`config.mk`:
```
export PLATFORM = sky130hd
export DESIGN_NAME = des_byte_packer_flat
export DESIGN_NICKNAME = d
export VERILOG_FILES = /design/src/rtl/des_pkg.sv /design/src/rtl/des_byte_packer_if.sv /design/src/rtl/des_byte_packer.sv /design/src/flat_wrapper.sv
export SDC_FILE = /design/constraint.sdc
export NUM_CORES = 1
export LEC_CHECK = 0
export CAP_MARGIN = 20
export CORE_MARGIN = 10
export CORE_UTILIZATION = 45
export DETAILED_ROUTE_END_ITERATION = 8
export PLACE_DENSITY = 0.75
export SETUP_SLACK_MARGIN = 0.05
export SLEW_MARGIN = 20
export SYNTH_ARGS = -nofsm -noshare
export SYNTH_HDL_FRONTEND = slang
export SYNTH_SLANG_ARGS = --single-unit
```
`constraint.sdc`:
```
create_clock -name clk_i -period 3.7 [get_ports clk_i]
set_clock_uncertainty 0.15 [all_clocks]
set_input_delay 0.74 -clock clk_i [delete_from_list [all_inputs] [get_ports clk_i]]
set_output_delay 0.74 -clock clk_i [all_outputs]
set_load 0.05 [all_outputs]
```
`src/rtl/des_pkg.sv`:
```
// des_pkg: shared definitions for the DES front end.
//   BLOCK_W      block width in bits (64)
//   BLOCK_BYTES  bytes per block (8)
//   block_t      block vector, DES bit numbering [0:63], byte slot i in [8*i : 8*i+7]
//   state_t      packer FSM states IDLE / FILL / PAD
//   pkcs5_fill   returns a block with slots k..7 set to the pad value 8-k
package des_pkg;

    localparam int BLOCK_W     = 64;
    localparam int BLOCK_BYTES = 8;

    typedef logic [0:BLOCK_W-1] block_t;

    typedef enum logic [1:0] {
        IDLE = 2'd0,
        FILL = 2'd1,
        PAD  = 2'd2
    } state_t;

    // Block emitted after a message that ends exactly on a block boundary.
    localparam block_t PAD_BLOCK = 64'h0808_0808_0808_0808;

    // k is the number of message bytes already in the block (1..8).
    // With k = 8 the block is returned unchanged.
    function automatic block_t pkcs5_fill(block_t blk, logic [3:0] k);
        block_t     res;
        logic [7:0] pad_val;
        res     = blk;
        pad_val = 8'(BLOCK_BYTES - int'(k));
        for (int i = 0; i < BLOCK_BYTES; i++) begin
            if (i >= int'(k)) begin
                res[8*i +: 8] = pad_val;
            end
        end
        return res;
    endfunction

endpackage

```
`src/rtl/des_byte_packer_if.sv`:
```
// des_byte_packer_if: byte-stream input and DES-core-facing output bundle.
//   byte_i / byte_valid_i / byte_last_i / byte_ready_o  byte stream handshake
//   key_i / mode_i                                      per-message key and mode
//   data_o / key_o / mode_o / valid_o                   block strobe to the DES core
//   error_o                                             misaligned decrypt message strobe
// Modports:
//   slave   the packer (consumes bytes, drives the DES side)
//   master  the byte source / DES-side observer
interface des_byte_packer_if;
    import des_pkg::*;

    logic [7:0] byte_i;
    logic       byte_valid_i;
    logic       byte_last_i;
    logic       byte_ready_o;
    block_t     key_i;
    logic       mode_i;
    block_t     data_o;
    block_t     key_o;
    logic       mode_o;
    logic       valid_o;
    logic       error_o;

    modport slave (
        input  byte_i, byte_valid_i, byte_last_i, key_i, mode_i,
        output byte_ready_o, data_o, key_o, mode_o, valid_o, error_o
    );

    modport master (
        output byte_i, byte_valid_i, byte_last_i, key_i, mode_i,
        input  byte_ready_o, data_o, key_o, mode_o, valid_o, error_o
    );

endinterface

```
`src/rtl/des_byte_packer.sv`:
```
// des_byte_packer: packs a byte stream into 64-bit DES blocks.
//   clk_i    clock, rising edge
//   reset_i  synchronous active-high reset
//   bus      des_byte_packer_if.slave (byte stream in, block strobe out)
// Encrypt messages are PKCS#5 padded (an extra full pad block when the
// message ends on a block boundary). Decrypt messages that end mid-block are
// emitted zero-filled together with an error strobe. The downstream core never
// stalls, so the only input stall is the single cycle spent emitting a pad block.
module des_byte_packer
    import des_pkg::*;
(
    input  logic             clk_i,
    input  logic             reset_i,
    des_byte_packer_if.slave bus
);

    state_t     state_q, state_d;
    logic [2:0] cnt_q, cnt_d;
    block_t     buf_q, buf_d;
    block_t     data_q, data_d;
    block_t     key_q, key_d;
    logic       mode_q, mode_d;
    logic       valid_q, valid_d;
    logic       error_q, error_d;

    logic       accept;
    logic       enc;
    block_t     blk;
    logic [3:0] fill_k;

    assign bus.byte_ready_o = !reset_i && (state_q != PAD);
    assign accept           = bus.byte_valid_i && bus.byte_ready_o;

    // The first byte of a message decides with the live mode input; later
    // bytes use the latched one so mid-message mode changes are ignored.
    assign enc = (state_q == IDLE) ? !bus.mode_i : !mode_q;

    // Working block: a new block starts from zero so an early-terminated
    // decrypt block is zero-filled without extra logic.
    always_comb begin
        blk                = (cnt_q == 3'd0) ? '0 : buf_q;
        blk[8*cnt_q +: 8]  = bus.byte_i;
        fill_k             = {1'b0, cnt_q} + 4'd1;
    end

    always_comb begin
        state_d = state_q;
        cnt_d   = cnt_q;
        buf_d   = buf_q;
        data_d  = data_q;
        key_d   = key_q;
        mode_d  = mode_q;
        valid_d = 1'b0;
        error_d = 1'b0;

        case (state_q)
            PAD: begin
                data_d  = PAD_BLOCK;
                valid_d = 1'b1;
                state_d = IDLE;
            end
            default: begin
                if (accept) begin
                    if (state_q == IDLE) begin
                        key_d  = bus.key_i;
                        mode_d = bus.mode_i;
                    end
                    buf_d   = blk;
                    cnt_d   = cnt_q + 3'd1;   // wraps to 0 on the 8th byte
                    state_d = FILL;

                    if (bus.byte_last_i) begin
                        cnt_d   = 3'd0;
                        valid_d = 1'b1;
                        state_d = IDLE;
                        if (cnt_q == 3'd7) begin
                            data_d = blk;
                            if (enc) begin
                                state_d = PAD;
                            end
                        end else if (enc) begin
                            data_d = pkcs5_fill(blk, fill_k);
                        end else begin
                            data_d  = blk;
                            error_d = 1'b1;
                        end
                    end else if (cnt_q == 3'd7) begin
                        data_d  = blk;
                        valid_d = 1'b1;
                    end
                end
            end
        endcase
    end

    always_ff @(posedge clk_i) begin
        if (reset_i) begin
            state_q <= IDLE;
            cnt_q   <= 3'd0;
            buf_q   <= '0;
            data_q  <= '0;
            key_q   <= '0;
            mode_q  <= 1'b0;
            valid_q <= 1'b0;
            error_q <= 1'b0;
        end else begin
            state_q <= state_d;
            cnt_q   <= cnt_d;
            buf_q   <= buf_d;
            data_q  <= data_d;
            key_q   <= key_d;
            mode_q  <= mode_d;
            valid_q <= valid_d;
            error_q <= error_d;
        end
    end

    assign bus.data_o  = data_q;
    assign bus.key_o   = key_q;
    assign bus.mode_o  = mode_q;
    assign bus.valid_o = valid_q;
    assign bus.error_o = error_q;

endmodule

```
`src/flat_wrapper.sv`:
```
// flat-port wrapper written by rule: the top's interface ports become plain ports
module des_byte_packer_flat import des_pkg::*;
  (clk_i, reset_i, bus_byte_i, bus_byte_valid_i, bus_byte_last_i, bus_key_i, bus_mode_i, bus_byte_ready_o, bus_data_o, bus_key_o, bus_mode_o, bus_valid_o, bus_error_o);
  des_byte_packer_if bus_i ();
  input  logic clk_i;
  input  logic reset_i;
  input wire logic [$bits(bus_i.byte_i)-1:0] bus_byte_i;
  input wire logic [$bits(bus_i.byte_valid_i)-1:0] bus_byte_valid_i;
  input wire logic [$bits(bus_i.byte_last_i)-1:0] bus_byte_last_i;
  input wire logic [$bits(bus_i.key_i)-1:0] bus_key_i;
  input wire logic [$bits(bus_i.mode_i)-1:0] bus_mode_i;
  output wire logic [$bits(bus_i.byte_ready_o)-1:0] bus_byte_ready_o;
  output wire logic [$bits(bus_i.data_o)-1:0] bus_data_o;
  output wire logic [$bits(bus_i.key_o)-1:0] bus_key_o;
  output wire logic [$bits(bus_i.mode_o)-1:0] bus_mode_o;
  output wire logic [$bits(bus_i.valid_o)-1:0] bus_valid_o;
  output wire logic [$bits(bus_i.error_o)-1:0] bus_error_o;
  assign bus_i.byte_i = bus_byte_i;
  assign bus_i.byte_valid_i = bus_byte_valid_i;
  assign bus_i.byte_last_i = bus_byte_last_i;
  assign bus_i.key_i = bus_key_i;
  assign bus_i.mode_i = bus_mode_i;
  assign bus_byte_ready_o = bus_i.byte_ready_o;
  assign bus_data_o = bus_i.data_o;
  assign bus_key_o = bus_i.key_o;
  assign bus_mode_o = bus_i.mode_o;
  assign bus_valid_o = bus_i.valid_o;
  assign bus_error_o = bus_i.error_o;
  des_byte_packer u_core (.clk_i(clk_i), .reset_i(reset_i), .bus(bus_i));
endmodule
```
## Word-level counts from Yosys, hierarchy flattened

Cells that the tools add are included.

| word-level totals | value |
|---|---|
| register bits | 200 |
| output and inout port bits | 132 |
| input port bits | 77 |

| operators by class | value |
|---|---|
| bitwise logic cells | 4 |
| add/subtract/negate cells | 4 |
| $lt $le $gt $ge | 8 |
| mux-type cells | 26 |
| reductions and logical operators | 16 |
| eq/ne operators | 3 |
| shift operators | 2 |

Operators with widths:

| operator | count |
|---|---|
| 64-bit two-way mux | 5 |
| 60-bit two-way mux | 2 |
| 65-bit by 34-bit variable shift with 64-bit output (first input constant) | 1 |
| 65-bit by 34-bit variable part select with 64-bit output | 1 |
| 64-bit bitwise mux | 1 |
| 8-bit two-way mux | 8 |
| 33-bit negator with 34-bit output | 1 |
| 6-bit NOT with 33-bit output | 1 |
| 3-bit by 4-bit >= comparator with 1-bit output (first input constant) | 4 |
| 1-bit by 4-bit >= comparator with 1-bit output (first input constant) | 2 |
| 2-bit by 4-bit >= comparator with 1-bit output (first input constant) | 2 |
| 1-bit two-way mux | 6 |
| 2-bit two-way mux | 3 |
| 2-bit AND reduction | 3 |
| 5-bit OR reduction | 1 |
| 4-bit by 4-bit subtractor with 5-bit output (first input constant) | 1 |
| 3-bit by 1-bit adder with 4-bit output (second input constant) | 1 |
| 2-bit nonzero test | 2 |
| 3-bit by 1-bit adder with 3-bit output (second input constant) | 1 |
| 3-bit equality test (second input constant) | 1 |
| 1-bit zero test | 3 |
| 3-bit zero test | 1 |
| 3-bit two-way mux | 1 |
| 1-bit NOT | 3 |
| 7 further kinds | 8 |

## Depth between registers and ports, before layout

Gate-level depths: netlist of run 1.

| depth | value |
|---|---|
| depth in word-level cells | 10 |
| gate-level depth with buffers | 9 |
| gate-level depth less buffers | 7 |

## Least setup slack after synthesis of run 1

Ideal clock, no wire load.

| timing path | value |
|---|---|
| path type | input to output |
| start point | input port reset_i |
| end point | output port bus_byte_ready_o |
| buffers on the path | 2 |
| required time | 2810 ps |
| arrival time | 1742 ps |
| path slack | 1068 ps |
| cell stages on the path | 4 |
| cells stage by stage | nand2b_1 > clkbuf_1 > inv_2 > clkbuf_1 |

| between the ends | value |
|---|---|
| longest elaborated chain between the ends | 2 |

RTL lines:

| element | line | text |
|---|---|---|
| from (decl) | flat_wrapper.sv:6 | `input logic reset_i;` |
| 1-bit zero test | des_byte_packer.sv:31 | `assign bus.byte_ready_o = !reset_i && (state_q != PAD);` |
| 1-bit logical AND | des_byte_packer.sv:31 |  |
| to (decl) | flat_wrapper.sv:12 | `output wire logic [$bits(bus_i.byte_ready_o)-1:0] bus_byte_ready_o;` |

No other way between the ends.

## Worst setup path after layout of run 1

| timing path | value |
|---|---|
| start point | register u_core.cnt_q[0] |
| end point | register u_core.data_q[27], in the netlist u_core.bus.data_o[27] |

| between the ends | value |
|---|---|
| longest elaborated chain between the ends | 10 |
| elaborated cells on any way between the ends | 20 |

RTL lines:

| element | line | text |
|---|---|---|
| from (decl) | des_byte_packer.sv:18 | `logic [2:0] cnt_q, cnt_d;` |
| from (signal assigned) | des_byte_packer.sv:108 | `cnt_q <= cnt_d;` |
| 6-bit NOT with 33-bit output (implied by the code) | des_byte_packer.sv:42 | `blk[8*cnt_q +: 8] = bus.byte_i;` |
| 33-bit negator with 34-bit output | des_byte_packer.sv:42 |  |
| 65-bit by 34-bit variable part select with 64-bit output / 65-bit by 34-bit variable shift with 64-bit output (equally long branches) | des_byte_packer.sv:42 |  |
| 64-bit bitwise mux | des_byte_packer.sv:42 |  |
| 8-bit two-way mux | des_pkg.sv:31 | `if (i >= int'(k)) begin` |
| 64-bit two-way mux | des_byte_packer.sv:81 | `end else if (enc) begin` |
| 64-bit two-way mux | des_byte_packer.sv:76 | `if (cnt_q == 3'd7) begin` |
| 64-bit two-way mux | des_byte_packer.sv:72 | `if (bus.byte_last_i) begin` |
| 60-bit two-way mux | des_byte_packer.sv:63 | `if (accept) begin` |
| 60-bit two-way mux | des_byte_packer.sv:56 | `case (state_q)` |
| to (signal assigned) | des_byte_packer.sv:110 | `data_q <= data_d;` |
| to (decl) | des_byte_packer.sv:20 | `block_t data_q, data_d;` |

Several ways; a longest one is shown, not always the timed one. The select of a mux whose other input is x is not followed.
A chain may end at the register's enable or synchronous reset.

==> results of run 1 <==
## worst paths after layout
| path | from | end |
|---|---|---|
| worst max-delay path | u_core.cnt_q[0] | u_core.bus.data_o[27] |
| worst min register to register | u_core.bus.data_o[28] | u_core.bus.data_o[28] |
| worst min-delay path | u_core.bus.data_o[28] | u_core.bus.data_o[28] |
| worst max register to register | u_core.cnt_q[0] | u_core.bus.data_o[27] |
## metrics by stage
step / cells / power, mW / setup slack [ns] / hold slack (ns) / util, %
after global routing: 1382 / 4.98 / 0.629 / 0.314 / 61.8
after CTS: 1382 / 4.86 / 0.867 / 0.303 / 61.8
final: 1382 / 4.83 / 0.785 / 0.299 / 61.8
after floorplan: 973 / 2.71 / 1.07 / 0.292 / -
after global placement: 1351 / 2.99 / 0.559 / 0.289 / 58.5
after detailed placement: 1351 / 2.99 / 0.519 / 0.293 / 58.5
## layout by cell type, fill, tap and decap left out, types with 22 or more instances in the layout
cell	Yosys	layout
nor2_1	24	24
a22oi_1	50	50
dfxtp_1	200	200
a21oi_1	110	110
nand3_1	27	27
o21ai_0	79	79
or3_1	31	30
clkdlybuf4s50_1	0	206
buf_4	1	22
nand3b_1	49	49
nand2_1	177	177
## cells in the mapped netlist (all sizes together), types with 3 or more instances
cell type,n
o21ai,86
buf,25
clkbuf,58
a31o,5
nand2b,17
or3,31
a221oi,4
mux2,9
nand3,28
a211oi,10
nand3b,49
a21oi,110
and3,4
ha,6
nor2b,7
a22o,13
nand2,177
nor3,11
a22oi,50
inv,6
o31ai,3
o21a,3
dfxtp,200
and2,6
nor2,24
mux2i,3
## critical path, cell delays in order, from the launching register on
cell and delay (ns):
dfxtp_1 0.31, buf_4 0.22, inv_2 0.17, ha_1 0.27
clkinv_1 0.36, nor4_4 0.60, a22oi_1 0.21, or2_2 0.33
a211oi_1 0.22
## final cells by class
cell class,count,share of cell area (%)
clock buffer,22,4.26
sequential,200,35.9
inverter,7,0.236
timing repair buffer,232,20.7
clock inverter,9,1.04
tap,229,2.57
multi-input combinational,683,35.3
## logic make-up after synthesis
group,count (synthesis),share of synthesized area (%)
AND/OR/NAND/NOR,364,22.6
XOR/XNOR,2,0.211
multiplexers,12,1.63
adder cells (fa/ha/maj),6,0.906
buffers and inverters,90,4.49
AO/OA/AOI/OAI,299,21.9
flip-flops,200,48.3
## state kept, by name (all words and copies together), names as in the netlist
signal              flops
u_core.buf_q           64
u_core.bus.data_o      64
u_core.bus.error_o      1
u_core.bus.key_o       64
u_core.bus.mode_o       1
u_core.bus.valid_o      1
u_core.cnt_q            3
u_core.state_q          2
## metal layers
metal | up-vias | part of all wire (%) | GRT usage (%)
met5 | - | 0 | 0
met4 | 0 | 2.6 | 7.89
met2 | 253 | 50 | 34.2
met1 | 3676 | 41 | 26.3
met3 | 45 | 6.7 | 4.85
li1 | 3769 | - | -
## power by group
group / total, mW / switching [mW] / internal [mW]
Sequential: 2.25 / 0.0334 / 2.21
Clock: 1.88 / 0.831 / 1.05
Combinational: 0.699 / 0.447 / 0.252
Total: 4.83 / 1.31 / 3.52
==> summary.md, run 1 <==
| Metric | Value |
|---|---|
| R2R cell count | 8 |
| Setup TNS | 0 ns |
| Tmin final | 2.92 ns |
| Final hold violation count | 0 |
| Area contributors post-synth | dfxtp_1 (48%), nand2_1 (8.0%), a21oi_1 (6.6%) |
| Final Max Tran Viols | 0 |
| Cell area after placement | 10600 µm² |
| Vias | 7743 |
| RSZ-0062 raised after global routing | false |
| Final WL | 26500 µm |
| Fin crit share | 78.8% |
| Status | complete, no violations |
| Total grt overflow | 0 |
| Multi-input logic area | 3930 µm² |
| Kind of critical path | reg -> reg |
| Pwr dens | 433 nW/µm² |
| Vias in the first global route | 7240 |
| Seq/Total Area, Yosys | 48.3% |
| Die Footprint | 24200 µm² |
| Die Height | 156 µm |
| Core Box Area | 18000 µm² |
| Initial DRT Pass Iterations | 5 |
| Initial core utilization | 46.0% |
| Syn_nets | 1056 |
| Mean Syn Cell Area | 8.51 µm² |
| Fmax | 343 MHz |
| CP max FO | 20 |
| Pleak | 3.78 nW |
| GP Congestion | 0.845 |
| Flops & latches, synth | 200 |
| Ports | 209 |
| Ys async rst share | 0% |
| Post-DR vias/cell | 5.60 |
| Setup repair bufs after CTS | 0 |
| HP Class | reg -> reg |
| Worst EP arrival | 3.11 ns |
| Port Buf Inserts | 208 |
| # diodes | 0 |
| Bufs on Longest Clock Path | 2 |
| Wire per inst | 19.1 µm |
| Insertion delay to the later sink of the worst-skew pair | 0.43 ns |
| Leading register cell type out of synthesis | dfxtp_1 |
| CP Launch Type | flop |
| Req. time, crit path | 3.90 ns |
| HPWL Detailed | 18100 µm |
| Slew margin rel. | 48.4% |
| Clock root cell | clkbuf_16 |
| Reg2Reg Setup Slack | 0.78 ns |
| First-pass GRT wire length | 40800 µm |
| DRC errors left | 0 |
| Post-synth EDFFs | 0 |
| DR iter-0 viols | 772 |
| Design area | 11100 µm² |
| Initial antenna violation count | 0 |
| Post-Syn Instances | 973 |
| Cell Rows | 49 |
| Largest net degree at the start of global routing | 75 |
| MaxCap Viol Count | 0 |
| Area Growth Syn to Fin | 34.5% |
| Fill count | 1589 |
| Nets | 1224 |
| Maximum VDD drop | 340 µV |
| Die width | 156 µm |
| Hold-fix buffers, CTS | 0 |
| Least-Margin Pin Slew | 0.772 ns |
| Final setup violation count | 0 |
| Top-area cell type share of the netlist area | 48.3% |
| CTS Buf Count | 17 |
| CTS H-tree lvls | 4 |
| Hold depth | 2 |
| Post-route ant nets | 0 |
| CTS sink cnt | 200 |
| Clock transition at path regs | 0.07 ns |
| GR Util All Layers | 20.9% |
| Crit. End Element | flop |
| Cts repair resizes | 0 |
| Flip-flop and latch area | 4000 µm² |
| CTS tree | yes |
| Yosys warns | 0 |
| Synth area leader | dfxtp_1 |
| Count of unique library cells instantiated by Yosys | 60 |
| Mapped cell area | 8280 µm² |
| Layout cell share with drive strength beyond 1 | 7.46% |
(Power assumes the default switching activity.)
==> run 2, diff against run 1 <==
Settings changed: CORE_UTILIZATION 45 to 44, PLACE_DENSITY 0.75 to 0.77.
Clock period 3.7 ns to 2.6 ns, I/O delays scaled along.
==> run 2 against run 1 <==
  * Worst hold slack better by 0.0011 ns
  * Wire length grew 3.3%
  * Combinational power is 49% higher
  * First-iteration DRC count fell by 18%
  * Clock power is 49% higher
  * Die area up 2.0%
  * Total power grew 46%
  * Fmax rose by 19%
  * Largest power group unchanged
  * Highest routed layer unchanged
==> summary.md, run 2 (synthesis results as in run 1) <==
| Metric | Value |
|---|---|
| Status | complete, no violations |
| Crit. End Element | flop |
| Bufs on Longest Clock Path | 2 |
| Die width | 157 µm |
| # diodes | 0 |
| CTS Buf Count | 17 |
| HP Class | reg -> reg |
| Vias | 7867 |
| Vias in the first global route | 7514 |
| Area Growth Syn to Fin | 39.2% |
| CTS tree | yes |
| Most frequent cells in the layout | clkdlybuf4s50_1 (206), dfxtp_1 (200), nand2_1 (177), a21oi_1 (110), o21ai_0 (79) |
| Fin crit share | 94.0% |
| Pwr dens | 611 nW/µm² |
| First-pass GRT wire length | 41700 µm |
| Placed Instances | 1396 |
| WHS | 0.300 ns |
| DRC errors left | 0 |
| DR iter-0 viols | 634 |
| Most common cell after layout, fill and taps aside | clkdlybuf4s50_1 |
| Fmax | 409 MHz |
| CTS sink cnt | 200 |
| Wire per inst | 19.1 µm |
| Tmin final | 2.44 ns |
| Post-Layout Cell Count | 1432 |
| Clock root cell | clkbuf_16 |
| Initial core utilization | 44.4% |
| RSZ-0062 raised after global routing | true |
| Nets | 1268 |
| GP Congestion | 0.921 |
| Ports | 209 |
| Clock transition at path regs | 0.08 ns |
| Final setup violation count | 0 |
| Post-Route Utilization | 61.9% |
| Die Height | 157 µm |
| Worst EP arrival | 2.64 ns |
| Kind of critical path | reg -> reg |
| Final Max Tran Viols | 0 |
| Insertion delay to the later sink of the worst-skew pair | 0.43 ns |
| CP Launch Type | flop |
| Cell Rows | 50 |
| Total grt overflow | 0 |
| CTS H-tree lvls | 4 |
| Pleak | 4.01 nW |
| Port Buf Inserts | 208 |
| Net Sw Frac | 27.9% |
| Slew margin rel. | 51.3% |
| GR Util All Layers | 21.2% |
| Final WS setup | 0.155 ns |
| P_sw | 1.97 mW |
| Initial antenna violation count | 0 |
| Final hold violation count | 0 |
| Internal power | 5.07 mW |
| Layout cell share with drive strength beyond 1 | 11.5% |
| Post-route ant nets | 0 |
| Setup TNS | 0 ns |
| Gate power share | 14.8% |
| Req. time, crit path | 2.79 ns |
| Clk pwr share | 39.7% |
| Worst Setup Slack post-DPL | -0.0649 ns |
| CP max FO | 12 |
| Die Footprint | 24700 µm² |
| HPWL Detailed | 19000 µm |
| Core Box Area | 18600 µm² |
| Sequential Power Share | 45.4% |
| Least-Margin Pin Slew | 0.731 ns |
| Initial DRT Pass Iterations | 6 |
| Largest net degree at the start of global routing | 73 |
| Post-DR vias/cell | 5.49 |
| Maximum VDD drop | 491 µV |
| Final WL | 27300 µm |
| MaxCap Viol Count | 0 |
[run 2: worst max-delay path, cell delays in order, from the launching register on]
cell	delay [ns]
dfxtp_1	0.32
buf_4	0.19
inv_1	0.12
ha_1	0.22
nand2b_1	0.13
nor3_2	0.48
a22oi_1	0.21
mux2_2	0.30
a211oi_1	0.24
[run 2: per-stage QoR]
step / total power [mW] / area [µm²]
3_3_place_gp: 4.30 / 10900
2_1_floorplan: 3.86 / 8300
4_1_cts: 7.07 / 11500
3_5_place_dp: 4.31 / 10900
5_1_grt: 7.27 / 11500
6_report: 7.04 / 11500
[run 2: repair_timing]
| item | CTS | global route |
|---|---|---|
| setup endpoints to repair | 0 | 11 |
| hold buffers | 0 | 0 |
| buffers inserted | 0 | 4 |
| gates resized for setup | 0 | 3 |
[run 2: worst paths after layout]
check,from,end,slack (ns),depth (start not counted)
worst max register to register,u_core.cnt_q[1],u_core.bus.data_o[19],0.16,8
worst min register to register,u_core.bus.data_o[52],u_core.bus.data_o[52],0.30,2
worst max-delay path,u_core.cnt_q[1],u_core.bus.data_o[19],0.16,8
worst min-delay path,u_core.bus.data_o[52],u_core.bus.data_o[52],0.30,2
[run 2: power by group through the flow]
stage	Sequential [mW]	Clock, mW	Combinational (mW)
finish	3.20	2.80	1.04
global route	3.21	2.96	1.10
CTS	3.20	2.83	1.04
detailed placement	3.27	0	1.04
global placement	3.27	0	1.03
floorplan	3.52	0	0.338
[run 2: area by class of cell]
cell class                      instances  area (µm²)
Fill cell                            1625        7110
Sequential cell                       200        4000
Multi-Input combinational cell        683        3950
Timing Repair Buffer                  276        2640
Clock buffer                           20         467
Tap cell                              234         293
Clock inverter                         12         158
Inverter                                7        26.3
[run 2: per-layer routing]
metal / track usage [%] / vias up / part of all wire [%]
met2: 35.7 / 261 / 50
met3: 4.34 / 37 / 6.1
met4: 6.37 / 0 / 2.1
met1: 26.6 / 3710 / 42
li1: - / 3859 / -
met5: 0 / - / 0
